**config.mk**
```make
export PLATFORM = sky130hd
export DESIGN_NAME = ed_pie_downlink_rx
export DESIGN_NICKNAME = d
export VERILOG_FILES = /design/src/rtl/ed_rx_defs.sv /design/src/rtl/ed_rx_filter.sv /design/src/rtl/ed_pie_downlink_rx.sv
export SDC_FILE = /design/constraint.sdc
export NUM_CORES = 1
export LEC_CHECK = 0
export CORE_MARGIN = 2
export CORE_UTILIZATION = 31
export DETAILED_ROUTE_END_ITERATION = 16
export GPL_TIMING_DRIVEN = 0
export PLACE_DENSITY = 0.5
export SYNTH_ARGS = -nofsm -noshare
export SYNTH_HDL_FRONTEND = slang
export SYNTH_HIERARCHICAL = 1
export SYNTH_SLANG_ARGS = --single-unit
```
**constraint.sdc**
```tcl
create_clock -name CLKA -period 2.7 [get_ports CLKA]
set_input_delay 0.81 -clock CLKA [delete_from_list [all_inputs] [get_ports CLKA]]
set_output_delay 0.81 -clock CLKA [all_outputs]
set_load 0.01 [all_outputs]
```
**src/rtl/ed_rx_defs.sv**
```systemverilog
`default_nettype none
// ============================================================================
// Package  : ed_rx_defs
// Brief    : Shared state encodings, default timing constants and CRC-8 helper
//            for the PIE downlink receiver.
// Revision : 1.0 - initial release
// ============================================================================
package ed_rx_defs;

    localparam int c_filt_len_def   = 3;
    localparam int c_cnt_w_def      = 12;
    localparam int c_pw_max_def     = 60;
    localparam int c_delim_min_def  = 200;
    localparam int c_bit_thresh_def = 300;
    localparam int c_idle_to_def    = 2000;

    localparam logic [1:0] c_st_idle  = 2'd0;
    localparam logic [1:0] c_st_delim = 2'd1;
    localparam logic [1:0] c_st_high  = 2'd2;
    localparam logic [1:0] c_st_low   = 2'd3;

    localparam logic [7:0] c_crc_poly = 8'h07;

    // MSB-first CRC-8 update over one byte
    function automatic logic [7:0] crc8_byte(input logic [7:0] crc, input logic [7:0] data);
        logic [7:0] c;
        c = crc ^ data;
        for (int i = 0; i < 8; i++) begin
            c = c[7] ? ({c[6:0], 1'b0} ^ c_crc_poly) : {c[6:0], 1'b0};
        end
        return c;
    endfunction

endpackage
`default_nettype wire

```
**src/rtl/ed_rx_filter.sv**
```systemverilog
`default_nettype none
// ============================================================================
// Module   : ed_rx_filter
// Brief    : 2-FF synchroniser, FILT_LEN glitch filter and edge detect for the
//            envelope-detector input.
// Revision : 1.0 - initial release
// ============================================================================
module ed_rx_filter #(
    parameter int FILT_LEN = 3
) (
    input  logic clk,
    input  logic rst,
    input  logic i_ed,
    output logic o_ed_f,
    output logic o_rise,
    output logic o_fall
);
    localparam int              c_fw   = (FILT_LEN > 1) ? $clog2(FILT_LEN) : 1;
    localparam logic [c_fw-1:0] c_last = c_fw'(FILT_LEN - 1);

    logic [1:0]      r_sync;
    logic [c_fw-1:0] r_fcnt;
    logic            r_ed_f;
    logic            r_rise;
    logic            r_fall;

    // A level change is accepted on its FILT_LEN-th consecutive sample
    always_ff @(posedge clk) begin
        if (rst) begin
            r_sync <= '0;
            r_fcnt <= '0;
            r_ed_f <= 1'b0;
            r_rise <= 1'b0;
            r_fall <= 1'b0;
        end else begin
            r_sync <= {r_sync[0], i_ed};
            r_rise <= 1'b0;
            r_fall <= 1'b0;
            if (r_sync[1] == r_ed_f) begin
                r_fcnt <= '0;
            end else if (r_fcnt == c_last) begin
                r_fcnt <= '0;
                r_ed_f <= r_sync[1];
                r_rise <= r_sync[1];
                r_fall <= ~r_sync[1];
            end else begin
                r_fcnt <= r_fcnt + 1'b1;
            end
        end
    end

    assign o_ed_f = r_ed_f;
    assign o_rise = r_rise;
    assign o_fall = r_fall;

endmodule
`default_nettype wire

```
**src/rtl/ed_pie_downlink_rx.sv**
```systemverilog
`default_nettype none
// ============================================================================
// Module   : ed_pie_downlink_rx
// Brief    : PIE downlink frame decoder (delimiter, bits, bytes, idle end).
//            Define ED_RX_CRC8_EN to enable the CRC-8 frame check.
// Revision : 1.0 - initial release
// ============================================================================
module ed_pie_downlink_rx
    import ed_rx_defs::*;
#(
    parameter int FILT_LEN   = c_filt_len_def,
    parameter int CNT_W      = c_cnt_w_def,
    parameter int PW_MAX     = c_pw_max_def,
    parameter int DELIM_MIN  = c_delim_min_def,
    parameter int BIT_THRESH = c_bit_thresh_def,
    parameter int IDLE_TO    = c_idle_to_def
) (
    input  logic       CLKA,
    input  logic       RSTBTN,
    input  logic       EN,
    input  logic       ED_IN,
    output logic [7:0] RX_DATA,
    output logic       RX_VALID,
    input  logic       RX_READY,
    output logic       RX_SOF,
    output logic       RX_EOF,
    output logic       RX_ERR,
    output logic       CRC_OK
);
    localparam logic [CNT_W-1:0] c_pw_max     = CNT_W'(PW_MAX);
    localparam logic [CNT_W-1:0] c_delim_min  = CNT_W'(DELIM_MIN);
    localparam logic [CNT_W-1:0] c_bit_thresh = CNT_W'(BIT_THRESH);
    localparam logic [CNT_W-1:0] c_idle_to    = CNT_W'(IDLE_TO);

    logic             w_ed_f, w_rise, w_fall;
    logic [CNT_W-1:0] r_cnt;
    logic [1:0]       r_state, w_state_nxt;
    logic [6:0]       r_shift;
    logic [7:0]       r_rx_data, w_byte;
    logic [2:0]       r_bitidx;
    logic             r_have_byte, r_valid, r_sof, r_eof, r_err;
    logic             w_bit, w_shift, w_frame_clr, w_byte_done, w_sof, w_eof, w_err;

    ed_rx_filter #(.FILT_LEN(FILT_LEN)) u_filter (
        .clk    (CLKA),
        .rst    (RSTBTN),
        .i_ed   (ED_IN),
        .o_ed_f (w_ed_f),
        .o_rise (w_rise),
        .o_fall (w_fall)
    );

    always_ff @(posedge CLKA) begin
        if (RSTBTN || w_rise || w_fall) r_cnt <= '0;
        else if (r_cnt != '1)           r_cnt <= r_cnt + 1'b1;
    end

    always_ff @(posedge CLKA) begin
        if (RSTBTN) r_state <= c_st_idle;
        else        r_state <= w_state_nxt;
    end

    always_comb begin
        w_state_nxt = r_state;
        w_shift     = 1'b0;
        w_frame_clr = 1'b0;
        w_byte_done = 1'b0;
        w_sof       = 1'b0;
        w_eof       = 1'b0;
        w_err       = 1'b0;
        w_bit       = (r_cnt >= c_bit_thresh);
        w_byte      = {r_shift, w_bit};
        if (!EN) begin
            w_state_nxt = c_st_idle;
        end else begin
            case (r_state)
                c_st_idle: if (w_fall) w_state_nxt = c_st_delim;
                c_st_delim: begin
                    if (w_rise) begin
                        if (r_cnt >= c_delim_min) begin
                            w_state_nxt = c_st_high;
                            w_sof       = 1'b1;
                            w_frame_clr = 1'b1;
                        end else begin
                            w_state_nxt = c_st_idle;
                        end
                    end
                end
                c_st_high: begin
                    if (w_fall) begin
                        w_shift     = 1'b1;
                        w_state_nxt = c_st_low;
                        // A completed byte with the previous one unread aborts the frame
                        if (r_bitidx == 3'd7) begin
                            if (r_valid && !RX_READY) begin
                                w_err       = 1'b1;
                                w_state_nxt = c_st_idle;
                            end else begin
                                w_byte_done = 1'b1;
                            end
                        end
                    end else if (w_ed_f && r_cnt >= c_idle_to) begin
                        w_state_nxt = c_st_idle;
                        if (r_bitidx == 3'd0 && r_have_byte) w_eof = 1'b1;
                        else                                  w_err = 1'b1;
                    end
                end
                default: begin
                    if (w_rise) begin
                        if (r_cnt <= c_pw_max) begin
                            w_state_nxt = c_st_high;
                        end else if (r_cnt >= c_delim_min) begin
                            w_state_nxt = c_st_high;
                            w_sof       = 1'b1;
                            w_frame_clr = 1'b1;
                        end else begin
                            w_state_nxt = c_st_idle;
                            w_err       = 1'b1;
                        end
                    end
                end
            endcase
        end
    end

    always_ff @(posedge CLKA) begin
        if (RSTBTN) begin
            r_shift     <= '0;
            r_bitidx    <= '0;
            r_have_byte <= 1'b0;
            r_rx_data   <= 8'h00;
            r_valid     <= 1'b0;
            r_sof       <= 1'b0;
            r_eof       <= 1'b0;
            r_err       <= 1'b0;
        end else begin
            r_sof <= w_sof;
            r_eof <= w_eof;
            r_err <= w_err;
            if (w_frame_clr) begin
                r_shift     <= '0;
                r_bitidx    <= '0;
                r_have_byte <= 1'b0;
            end else if (w_shift) begin
                r_shift  <= w_byte[6:0];
                r_bitidx <= r_bitidx + 1'b1;
                if (r_bitidx == 3'd7) r_have_byte <= 1'b1;
            end
            if (w_byte_done) begin
                r_rx_data <= w_byte;
                r_valid   <= 1'b1;
            end else if (r_valid && RX_READY) begin
                r_valid <= 1'b0;
            end
        end
    end

`ifdef ED_RX_CRC8_EN
    logic [7:0] r_crc;
    logic       r_crc_ok;

    always_ff @(posedge CLKA) begin
        if (RSTBTN) begin
            r_crc    <= 8'h00;
            r_crc_ok <= 1'b0;
        end else begin
            r_crc_ok <= w_eof && (r_crc == 8'h00);
            if (w_frame_clr)      r_crc <= 8'h00;
            else if (w_byte_done) r_crc <= crc8_byte(r_crc, w_byte);
        end
    end

    assign CRC_OK = r_crc_ok;
`else
    assign CRC_OK = r_eof;
`endif

    assign RX_DATA  = r_rx_data;
    assign RX_VALID = r_valid;
    assign RX_SOF   = r_sof;
    assign RX_EOF   = r_eof;
    assign RX_ERR   = r_err;

endmodule
`default_nettype wire

```
==> reports/results.tsv, run 1 <==
stage	metric	value	unit
sta	setup_viol	0	
global_route	antenna_found_initial	0	
worst_setup_path	cp_num_buf_inv	2	
clock_tree	cts_max_level	2	
yosys	synth_area_leader_cell	dfxtp_1	
detailed_routing	drc_errors	0	
worst_setup_path	slowest_delay	0.60	ns
yosys	synth-seq-cells	44	
floorplanning	start_util	31.9	%
global_route	grt_pass1_wl	7.31	mm
power	powerDensity	515	nW/µm²
finish	drive_gt1_share	13.5	%
yosys	synth-async-reset-ratio	0	%
sta	fmax	445	MHz
yosys	yosys-top-cells-count	dfxtp_1, nand2_1, nor2_1, a21oi_1	
yosys	syn_inst	220	
global_route	grt_overflow	0	
clock_tree	clockBufferDepth	2	
global_route	grt_pass1_vias	1566	
detailed_routing	ant_nets	0	
clock_tree	cts_root_buffer	clkbuf_8	
clock_tree	clk_latency	0.30	ns
yosys	yosys.area.top_type_share	44.0	%
detailed_routing	routedWlPerCell	12.9	µm
finish	diodes	0	
clock_tree	cts_made_buffers	5	
sta	tns	0	ns
floorplanning	row_count	29	
hold_path	hold_class	reg2reg	
worst_setup_path	crit_path_top_delay_cell	clkdlybuf4s50_1	
floorplanning	die_y	84.3	µm
yosys	synth_area_leaders	dfxtp_1, nand2_1, mux2i_1	
worst_setup_path	critPathLaunchType	input pin	
sta	slew_violations	0	
floorplanning	boundaryPins	18	
clock_tree	hold_buffers	0	
yosys	yosys_warnings	6	
detailed_routing	dr_total_vias	1586	
detailed_routing	totalWireLength	4.15	mm
yosys	synth-edff-count	0	
floorplanning	dieArea	7110	µm²
clock_tree	clock-sinks	44	
clock_tree	cts.repair.resized	0	
global_route	grt_start_max_net_pins	16	
floorplanning	core_area	6280	µm²
worst_setup_path	cp.arrival	2.45	ns
placement	portBuffers	17	
yosys	syn_nets	231	
worst_setup_path	cp-end-kind	flop	
placement	dp_hpwl	2.93	mm
detailed_routing	drt_first_pass_iters	4	
detailed_routing	drt-initial-drc-count	87	
yosys	netlist_area	2000	µm²
sta	hold_viol_final	0	
yosys	avgSynthCellArea	9.09	µm²
sta	max_slew_margin	66.6	%
global_route	grt.total_usage	12.7	%
clock_tree	tritoncts	yes	
finish	area_growth	19.1	%
yosys	synth-seq-area-share	44.0	%
sta	rsz0062_at_grt	no	
sta	fin_crit	2.25	ns
worst_setup_path	path_cells	clkdlybuf4s50_1, clkbuf_1, nor3_1, nand2_1, o41ai_1	
worst_setup_path	critPathTopFamily	buffers and inverters	
worst_setup_path	critPathKind	in2reg	
status	status	complete, no violations	
yosys	synth_cell_types	45	
yosys	synthFlopType	dfxtp_1	
run	cap_violations	0	
yosys	synth.most_common_cell	dfxtp_1	
placement	routabilityCongestion	0.754	
sta	skew	0.0115	ns
power	ir_drop	319	µV
worst_setup_path	crit_required	2.90	ns
worst_setup_path	worst-path-max-fanout	11	
sta	timing.final.crit_share	83.1	%
detailed_routing	vias_per_cell	4.93	
power	leakage	0.000840	µW
finish	num-nets-final	255	
clock_tree	clkTransAtPathRegs	0.09	ns
floorplanning	fp.dieW	84.3	µm
sta	holdWs	0.430	ns
sta	tightest_slew	0.501	ns
clock_tree	cts_setup_buffers	0	
-- power breakdown --
part / switching (µW) / internal (µW) / total, µW
clock: 246 / 279 / 525
combinational: 23.9 / 17.3 / 41.3
sequential: 6.71 / 654 / 661
total: 277 / 950 / 1230
-- cell type report --
type / count / area (µm²)
sequential: 44 / 881
clock inverter: 3 / 47.5
clock buffer: 5 / 68.8
buffer: 7 / 45.0
fill: 641 / 3890
tap: 77 / 96.3
inverter: 9 / 33.8
multi-input combinational: 160 / 1040
timing repair buffer: 17 / 170
-- registers in the layout (all words and copies together), names as in the netlist, 2 cells and up --
register         count
r_cnt               12
RX_DATA              8
r_shift              7
r_bitidx             3
r_state              2
u_filter/r_fcnt      2
u_filter/r_sync      2
-- cells by family (layout without fill, tap and decap cells) --
kind of cell	count (synthesis)	count (layout)	share of synthesized area, %
xor+xnor	7	7	3.06
buf+inv	16	41	3.94
simple gates	100	100	26.5
mux	8	8	4.00
fa+ha+maj	6	6	3.75
flops	44	44	44.0
compound gates	39	39	14.7
-- layout by cell type (no fill, tap or decap), types with 5 or more instances in the layout --
master,instances
dfxtp_1,44
clkdlybuf4s50_1,17
a21oi_1,11
ha_1,6
inv_1,9
nor2_1,19
nand2_1,34
nor3_1,5
mux2i_1,8
nand3_1,6
clkbuf_8,5
a21oi_2,9
-- per-layer routing --
metal,vias up,routed length [µm],GRT usage [%]
met3,2,147,3.64
met5,-,0,0
met1,744,2070,16.5
met2,20,1910,20.4
met4,0,30,3.90
li1,820,-,-
-- stage by stage --
stage	util [%]	setup WS (ns)	total power, µW	cell area, µm²	cells
floorplan	-	1.03	700	2000	220
global placement	36.1	0.115	719	2270	314
detailed placement	36.1	0.0952	718	2270	314
CTS	38.0	0.411	1240	2380	322
global route	38.0	0.321	1270	2380	322
finish	38.0	0.455	1230	2380	322
-- final timing paths --
| check | cells after the start | to | from | slack [ns] |
|---|---|---|---|---|
| worst min-delay path | 1 | u_filter/r_fcnt[0] | u_filter/r_fcnt[0] | 0.43 |
| worst max register to register | 5 | r_cnt[4] | r_cnt[1] | 0.96 |
| worst max-delay path | 5 | r_cnt[5] | RSTBTN | 0.45 |
| worst min register to register | 1 | u_filter/r_fcnt[0] | u_filter/r_fcnt[0] | 0.43 |
No activity file was read; power rests on OpenSTA's default activity.
==> inputs of run 2 (changes only) <==
==> constraint.sdc (replaced) <==
create_clock -name CLKA -period 2.3 [get_ports CLKA]
set_input_delay 0.69 -clock CLKA [delete_from_list [all_inputs] [get_ports CLKA]]
set_output_delay 0.69 -clock CLKA [all_outputs]
set_load 0.01 [all_outputs]
==> results of run 2 <==
The final DEF is identical to that of run 1. Status: complete, no violations.
Main changes from that run: setup slack after placement 0.0952 ns -> -0.185 ns; setup slack after layout 0.455 ns -> 0.175 ns; register-to-register setup slack 0.96 ns -> 0.56 ns; total power 1230 µW -> 1440 µW; worst IR drop on VDD 319 µV -> 375 µV
==> inputs of run 3 (changes only) <==
--- a/config.mk
+++ b/config.mk
@@ -12,5 +12,4 @@
 export PLACE_DENSITY = 0.5
 export SYNTH_ARGS = -nofsm -noshare
 export SYNTH_HDL_FRONTEND = slang
-export SYNTH_HIERARCHICAL = 1
 export SYNTH_SLANG_ARGS = --single-unit
==> reports/results.tsv, run 3 <==
stage	metric	value	unit
status	status	complete, no violations	
power	combPwrFrac	3.4	%
sta	rsz0062_at_grt	no	
placement	portBuffers	17	
worst_setup_path	slowest_delay	0.55	ns
finish	area_growth	19.6	%
yosys	synth-async-reset-ratio	0	%
yosys	synth_area_leaders	dfxtp_1, mux2i_1, nand2_1	
yosys	yosys_warnings	0	
detailed_routing	totalWireLength	4.02	mm
sta	fin_crit	2.15	ns
yosys	syn_nets	227	
power	ir_drop	249	µV
yosys	avgSynthCellArea	8.97	µm²
yosys	synth-seq-area-share	45.4	%
detailed_routing	routedWlPerCell	12.7	µm
yosys	synth_cell_types	39	
sta	tightest_slew	0.592	ns
sta	max_slew_margin	59.5	%
yosys	synthMuxAreaShare	6.71	%
yosys	synth.most_common_cell	dfxtp_1	
worst_setup_path	startpoint	EN	
detailed_routing	top_layer	met4	
floorplanning	start_util	32.4	%
sta	slew_violations	0	
worst_setup_path	endpoint	RX_DATA[0]	
clock_tree	cts.repair.resized	0	
yosys	netlist_area	1940	µm²
power	switchingPower	317	µW
detailed_routing	drc_errors	0	
detailed_routing	dr_total_vias	1555	
clock_tree	cts_root_buffer	clkbuf_8	
placement	dp_hpwl	2.94	mm
clock_tree	clkTransAtPathRegs	0.09	ns
finish	num-nets-final	251	
floorplanning	core_area	5990	µm²
global_route	grt.total_usage	12.2	%
clock_tree	clk_latency	0.30	ns
power	powerDensity	618	nW/µm²
clock_tree	tritoncts	yes	
yosys	synth_area_leader_cell	dfxtp_1	
yosys	yosys-top-cells-count	dfxtp_1, nand2_1, nor2_1, a21oi_1, mux2i_1	
finish	final_common_cell	dfxtp_1	
yosys	synthAdderAreaFrac	3.87	%
worst_setup_path	r2r-end	r_cnt[3]	
placement	routabilityCongestion	0.693	
floorplanning	dieArea	6900	µm²
yosys	synth-edff-count	0	
yosys	synth-xor-area-share	2.26	%
finish	top_register	r_cnt	
clock_tree	cts_setup_buffers	0	
floorplanning	die_y	83.1	µm
clock_tree	clockBufferDepth	2	
yosys	synth_compound_area_share	12.6	%
floorplanning	fp.dieW	83.1	µm
hold_path	min_from	u_filter.r_fcnt[0]	
finish	diodes	0	
yosys	yosys.area.top_type_share	45.4	%
run	cap_violations	0	
floorplanning	boundaryPins	18	
finish	drive_gt1_share	6.64	%
worst_setup_path	regToRegStartpoint	r_cnt[1]	
global_route	grt_pass1_vias	1437	
sta	timing.final.crit_share	93.6	%
global_route	grt_overflow	0	
detailed_routing	drt-initial-drc-count	76	
detailed_routing	wl_met1	2.14	mm
worst_setup_path	crit_cells	5	
worst_setup_path	critPathLaunchType	input pin	
hold_path	hold_class	reg2reg	
detailed_routing	wl_met3	101	µm
sta	hold_viol_final	0	
yosys	syn_inst	216	
finish	largest_reg_flops	12	
sta	setup_viol	0	
power	internal_power	1120	µW
worst_setup_path	cp_num_buf_inv	1	
detailed_routing	ant_nets	0	
sta	skew	0.00713	ns
clock_tree	clock-sinks	44	
power	p_seq_share	54.2	%
sta	fmax	465	MHz
power	power	1430	µW
worst_setup_path	critPathKind	in2reg	
worst_setup_path	cp.arrival	2.38	ns
finish	most-common-layout-cells	dfxtp_1, nand2_1, nor2_1	
power	swShare	22.1	%
worst_setup_path	path_cells	clkdlybuf4s50_1, and4b_1, nand3_2, or3_1, a21oi_1	
power	p_clk_share	42.4	%
global_route	antenna_found_initial	0	
global_route	grt_pass1_wl	6.84	mm
worst_setup_path	rr_worst_depth	5	
clock_tree	cts_made_buffers	5	
global_route	grt_start_max_net_pins	16	
worst_setup_path	worst-path-max-fanout	9	
power	leakage	0.000861	µW
detailed_routing	drt_first_pass_iters	4	
detailed_routing	wl_met2	1.73	mm
detailed_routing	vias_per_cell	4.92	
worst_setup_path	r2r_slack	0.45	ns
floorplanning	row_count	28	
finish	post-route-util	38.7	%
worst_setup_path	critPathTopFamily	simple AND/OR/NAND/NOR gates	
clock_tree	cts_max_level	2	
yosys	synthFlopType	dfxtp_1	
clock_tree	hold_buffers	0	
worst_setup_path	cp-end-kind	flop	
yosys	synth_top_family_by_area	simple AND/OR/NAND/NOR gates	
worst_setup_path	crit_required	2.53	ns
worst_setup_path	crit_path_top_delay_cell	clkdlybuf4s50_1	
yosys	synth-seq-cells	44	
yosys	synthSimpleGateAreaFrac	25.7	%
==> run 3: per-layer routing <==
layer	GRT usage [%]	vias to the layer above
li1	-	814
met1	16.9	719
met2	18.3	18
met3	3.28	4
met4	4.02	0
met5	0	-
==> run 3: per-stage QoR <==
stage               worst slack (ns)  hold slack [ns]  std cells  setup TNS (ns)  instance area, µm²
finish                         0.148            0.414        316               0                2320
global route                  0.0791            0.438        316               0                2320
global placement              -0.149            0.404        308          -0.806                2200
detailed placement            -0.153            0.403        308           -1.24                2200
floorplan                      0.638            0.391        216               0                1940
CTS                            0.159            0.416        316               0                2320
==> run 3: area by class of cell <==
type	count	area [µm²]
well taps	75	93.8
multi-input cells	156	991
plain buffers	8	36.3
inverters	8	30.0
clock buffers	5	68.8
flip-flops and latches	44	881
fillers	628	3670
repair buffers	17	170
clock inverters	3	46.3
==> run 3: worst min-delay path by stage <==
stage / cells past startpoint / to
2_1_floorplan: 1 / u_filter.r_fcnt[0]
3_3_place_gp: 1 / u_filter.r_fcnt[0]
3_5_place_dp: 1 / u_filter.r_fcnt[0]
4_1_cts: 1 / u_filter.r_fcnt[0]
5_1_grt: 1 / u_filter.r_fcnt[0]
6_report: 1 / u_filter.r_fcnt[0]
==> run 3: cells by family after synthesis <==
| family | Yosys count |
|---|---|
| and+or+nand+nor | 95 |
| xor gates and xnor gates | 5 |
| AOI/OAI and AO/OA | 37 |
| adders and majority gates | 6 |
| DFF | 44 |
| muxes | 13 |
| buffers and inverters | 16 |
==> run 3: power by group through the flow <==
stage / Combinational (µW) / Clock (µW) / Sequential [µW]
global placement: 48.6 / 0 / 795
finish: 48.0 / 608 / 777
global route: 54.6 / 664 / 779
floorplan: 31.1 / 0 / 792
CTS: 49.1 / 640 / 777
detailed placement: 49.0 / 0 / 795
